--- src/rtl/aes_inv_round_key_stage.sv ---
// Inverse-cipher AddRoundKey stage: latches the AES-128 expanded key per block and XORs 11 state beats with round keys 10..0.
// Optional build macro AES_EQINV_KEY_EN applies InvMixColumns to round keys 9..1 (equivalent inverse cipher).
module aes_inv_round_key_stage (
    input  logic          clk,
    input  logic          rst,
    input  logic          start,
    input  logic [0:1407] expandedKey,
    input  logic          inValid,
    output logic          inReady,
    input  logic [0:127]  stateIn,
    output logic          outValid,
    input  logic          outReady,
    output logic [0:127]  stateOut,
    output logic [3:0]    roundIdx,
    output logic          lastRound,
    output logic          busy
);

`ifdef AES_EQINV_KEY_EN
    function automatic logic [7:0] xtime(input logic [7:0] b);
        return {b[6:0], 1'b0} ^ (b[7] ? 8'h1b : 8'h00);
    endfunction

    // Multiples 9/b/d/e are built from the x2/x4/x8 doubling chain.
    function automatic logic [31:0] inv_mix_column(input logic [31:0] col);
        logic [7:0] s  [4];
        logic [7:0] x2 [4];
        logic [7:0] x4 [4];
        logic [7:0] x8 [4];
        logic [7:0] m9 [4];
        logic [7:0] mb [4];
        logic [7:0] md [4];
        logic [7:0] me [4];
        logic [31:0] res;
        for (int i = 0; i < 4; i++) begin
            s[i]  = col[31-8*i -: 8];
            x2[i] = xtime(s[i]);
            x4[i] = xtime(x2[i]);
            x8[i] = xtime(x4[i]);
            m9[i] = x8[i] ^ s[i];
            mb[i] = x8[i] ^ x2[i] ^ s[i];
            md[i] = x8[i] ^ x4[i] ^ s[i];
            me[i] = x8[i] ^ x4[i] ^ x2[i];
        end
        res[31:24] = me[0] ^ mb[1] ^ md[2] ^ m9[3];
        res[23:16] = m9[0] ^ me[1] ^ mb[2] ^ md[3];
        res[15:8]  = md[0] ^ m9[1] ^ me[2] ^ mb[3];
        res[7:0]   = mb[0] ^ md[1] ^ m9[2] ^ me[3];
        return res;
    endfunction

    function automatic logic [127:0] inv_mix_columns(input logic [127:0] st);
        logic [127:0] res;
        for (int c = 0; c < 4; c++) begin
            res[127-32*c -: 32] = inv_mix_column(st[127-32*c -: 32]);
        end
        return res;
    endfunction
`endif

    logic [0:1407] key_q, key_d;
    logic [3:0]    cnt_q, cnt_d;
    logic          busy_q, busy_d;
    logic          out_valid_q, out_valid_d;
    logic [0:127]  state_out_q, state_out_d;
    logic [3:0]    round_idx_q, round_idx_d;
    logic          last_round_q, last_round_d;

    logic [127:0]  rk_raw;
    logic [127:0]  rk_sel;
    logic          in_ready;
    logic          accept;
    logic          xfer;

    always_comb begin
        rk_raw = '0;
        case (cnt_q)
            4'd0:    rk_raw = key_q[0*128 +: 128];
            4'd1:    rk_raw = key_q[1*128 +: 128];
            4'd2:    rk_raw = key_q[2*128 +: 128];
            4'd3:    rk_raw = key_q[3*128 +: 128];
            4'd4:    rk_raw = key_q[4*128 +: 128];
            4'd5:    rk_raw = key_q[5*128 +: 128];
            4'd6:    rk_raw = key_q[6*128 +: 128];
            4'd7:    rk_raw = key_q[7*128 +: 128];
            4'd8:    rk_raw = key_q[8*128 +: 128];
            4'd9:    rk_raw = key_q[9*128 +: 128];
            4'd10:   rk_raw = key_q[10*128 +: 128];
            default: rk_raw = '0;
        endcase
    end

`ifdef AES_EQINV_KEY_EN
    // First and last rounds of the equivalent inverse cipher keep the raw key.
    assign rk_sel = (cnt_q != 4'd0 && cnt_q != 4'd10) ? inv_mix_columns(rk_raw) : rk_raw;
`else
    assign rk_sel = rk_raw;
`endif

    // Single-entry output stage: a beat may enter whenever the slot is empty or draining.
    assign in_ready = busy_q && (!out_valid_q || outReady);
    assign accept   = inValid && in_ready;
    assign xfer     = out_valid_q && outReady;

    always_comb begin
        key_d        = key_q;
        cnt_d        = cnt_q;
        busy_d       = busy_q;
        out_valid_d  = out_valid_q;
        state_out_d  = state_out_q;
        round_idx_d  = round_idx_q;
        last_round_d = last_round_q;

        if (start && !busy_q) begin
            key_d  = expandedKey;
            cnt_d  = 4'd10;
            busy_d = 1'b1;
        end

        if (accept) begin
            state_out_d  = stateIn ^ rk_sel;
            round_idx_d  = cnt_q;
            last_round_d = (cnt_q == 4'd0);
            out_valid_d  = 1'b1;
            if (cnt_q == 4'd0) begin
                busy_d = 1'b0;
            end else begin
                cnt_d = cnt_q - 4'd1;
            end
        end else if (xfer) begin
            out_valid_d = 1'b0;
        end
    end

    always_ff @(posedge clk or posedge rst) begin
        if (rst) begin
            key_q        <= '0;
            cnt_q        <= 4'd10;
            busy_q       <= 1'b0;
            out_valid_q  <= 1'b0;
            state_out_q  <= '0;
            round_idx_q  <= 4'd0;
            last_round_q <= 1'b0;
        end else begin
            key_q        <= key_d;
            cnt_q        <= cnt_d;
            busy_q       <= busy_d;
            out_valid_q  <= out_valid_d;
            state_out_q  <= state_out_d;
            round_idx_q  <= round_idx_d;
            last_round_q <= last_round_d;
        end
    end

    assign inReady   = in_ready;
    assign outValid  = out_valid_q;
    assign stateOut  = state_out_q;
    assign roundIdx  = round_idx_q;
    assign lastRound = last_round_q;
    assign busy      = busy_q;

endmodule

--- config.mk ---
export PLATFORM = sky130hd
export DESIGN_NAME = aes_inv_round_key_stage
export DESIGN_NICKNAME = d
export VERILOG_FILES = /design/src/rtl/aes_inv_round_key_stage.sv
export SDC_FILE = /design/constraint.sdc
export NUM_CORES = 2
export LEC_CHECK = 0
export ABC_CLOCK_PERIOD_IN_PS = 59000
export BUFFER_PORTS_ARGS = -buffer_cell sky130_fd_sc_hd__buf_2
export CELL_PAD_IN_SITES_DETAIL_PLACEMENT = 1
export CELL_PAD_IN_SITES_GLOBAL_PLACEMENT = 1
export CORE_AREA = 2 2 650 652
export DETAILED_ROUTE_END_ITERATION = 8
export DIE_AREA = 0 0 652 654
export PLACE_DENSITY_LB_ADDON = 0.15
export SLEW_MARGIN = 20
export SYNTH_ARGS = -nofsm -noshare
export SYNTH_HDL_FRONTEND = slang
export SYNTH_SLANG_ARGS = --single-unit
--- constraint.sdc ---
create_clock -name clk -period 59 [get_ports clk]
set_clock_uncertainty 0.15 [all_clocks]
set_input_delay 17.7 -clock clk [delete_from_list [all_inputs] [get_ports clk]]
set_output_delay 17.7 -clock clk [all_outputs]
set_load 0.01 [all_outputs]
==> impl_metrics.ini <==
[run_status]
outcome = finished, final reports clean

[yosys]
synth_common_cells = nand2_1 (4356), dfrtp_1 (1545), clkbuf_1 (424)
ys.warnings.count = 0
yosys.area.top_type = dfrtp_1
yosysTopAreaCellShare_pct = 56.0
synth_edf_count = 0
synth_nets = 9578
async_flop_share_pct = 100
synth_cell_types = 61
synthCells = 8032
synth-seq-cells = 1547
yosysSeqAreaShare_pct = 56.1
synth-main-ff-cell = dfrtp_1
yosys-top-cells-area = dfrtp_1 (56%), nand2_1 (24%), clkbuf_1 (2.3%)
yosysMostFrequentCell = nand2_1
synth_area_per_cell_um2 = 8.59
netlist_area_um2 = 69000

[clocking]
cts_buffer_depth = 4
post_cts_buffers = 0
ctsHtreeMaxLevel = 4
cts.sinks = 1547
cts_buffers = 210
clk_pin_slew_worst_paths_ps = 60
post_cts_resized = 0
cts_tree = done
cts.root.buffer_cell = clkbuf_16
cts_hold_buffers = 0
clkLatencyLatePin_ps = 940

[power_and_ir_drop]
power.density_nw_per_um2 = 56.5
leakagePower_uw = 0.0456
ir_drop_uv = 26.9

[global_routing]
grt_antenna_before_repair = 561
grt_usage_pct = 19.6
gr-total-overflow = 0
grt_max_degree = 186
grt_pass1_vias = 69900
grt_pass1_wl_um = 588000

[timing]
grt_setup_unrepaired = no
fin_crit_ps = 36720
fmax_mhz = 27.2
slew-limit-headroom_pct = 18.3
fin_tns_setup_ps = 0
worst_slew_pin_slew_ps = 1220
timing.hold.ws_ps = 319
hold_viol = 0
fin_crit_sh_pct = 62.2
setup_viol = 0
drv_slew = 0

[floorplanning]
die_w_um = 652
die_area_um2 = 426000
initial_core_util_pct = 16.5
coreArea_um2 = 419000
num_rows = 238
die_y_um = 654
ios = 1677

[route]
via_per_inst = 4.34
drtIter0Drc = 4999
num_vias = 66700
wl_um = 433000
wire_per_inst_um = 28.2
drc = 0
dr.pass1.iters = 9
ant_nets = 0

[final_layout]
layout-drive-gt1-share_pct = 22.9
fin_nets = 11000
synthToLayoutAreaGrowth_pct = 31.4

[place]
routabilityCongestion = 0.843
io_buffers = 1676
dpl.hpwl_um = 314000

[hold_path]
min_path_cells = 2
holdCritPathClass = reg -> reg

[critical_path]
cp_max_fo = 4
cp_data_arrival_time_ps = 18870
path_class = in -> out
r2r_cells = 10
startpoint_type = input port
critPathRequiredTime_ps = 41150
setup.worst_path.end_class = output pin

[run]
drv_cap = 0
[final timing paths]
kind | start | to | slack (ps)
worst max register to register | cnt_q[0] | stateOut[18] | 53460
worst min register to register | key_q[665] | key_q[665] | 320
max in group asynchronous | rst | key_q[1139] | 37980
min in group asynchronous | rst | key_q[566] | 16740
worst max-delay path | outReady | inReady | 22280
worst min-delay path | key_q[665] | key_q[665] | 320
[cell usage in the layout (no fill, tap or decap), drive strengths merged, types with 98 or more instances in the layout]
cell type | Yosys | final
a221oi | 98 | 98
buf | 160 | 1823
a222oi | 148 | 148
dfrtp | 1545 | 1545
a21oi | 100 | 100
a22oi | 119 | 119
clkbuf | 425 | 326
mux2i | 101 | 101
o21ai | 172 | 172
nand2 | 4356 | 4356
diode | 0 | 186
[metrics by stage]
step | cells | worst slack [ps] | total power, uW | utilization [%] | area (um2)
floorplan | 8032 | 19720 | 2900 | - | 69000
global placement | 14800 | 22150 | 3860 | 19.9 | 83300
detailed placement | 14800 | 22160 | 3910 | 19.9 | 83400
CTS | 15200 | 22150 | 5270 | 21.5 | 90200
global route | 15300 | 22170 | 5500 | 21.6 | 90500
finish | 15400 | 22280 | 5130 | 21.6 | 90700
[worst max-delay path, stage by stage]
cell and delay, ps:
buf_2 140, nand2b_1 340, and2_1 450, buf_2 220
[power breakdown]
| group | internal, uW | switching, uW |
|---|---|---|
| Combinational | 620 | 1360 |
| Sequential | 1550 | 290 |
| Clock | 762 | 550 |
| Total | 2930 | 2200 |
[cells by family after synthesis]
family                   synth area share (%)
XOR/XNOR                                0.977
multiplexers                             1.73
AND/OR/NAND/NOR                          26.3
flip-flops                               56.1
buffers and inverters                    3.64
adder cells (fa/ha/maj)                0.0906
AO/OA/AOI/OAI                            11.2
[layer usage]
layer  GRT usage, %  wire length [um]  vias up
li1               -                 -    29600
met1           23.2            171000    33400
met2           34.7            216000     2434
met3           4.57             27800     1123
met4           6.62             17100      158
met5              0               977        -
[area by class of cell]
class | count | area [um2]
clock inverters | 49 | 614
flip-flops and latches | 1547 | 38700
fillers | 49600 | 329000
diodes | 186 | 465
clock buffers | 326 | 6250
inverters | 16 | 73.8
well taps | 5520 | 6910
multi-input cells | 5884 | 28000
repair buffers | 1823 | 9690
[registers in the layout, summed over array words and instances (netlist names)]
signal,count
busy,1
cnt_q,4
key_q,1408
lastRound,1
outValid,1
roundIdx,4
stateOut,128
No activity file was read; power rests on OpenSTA's default activity.
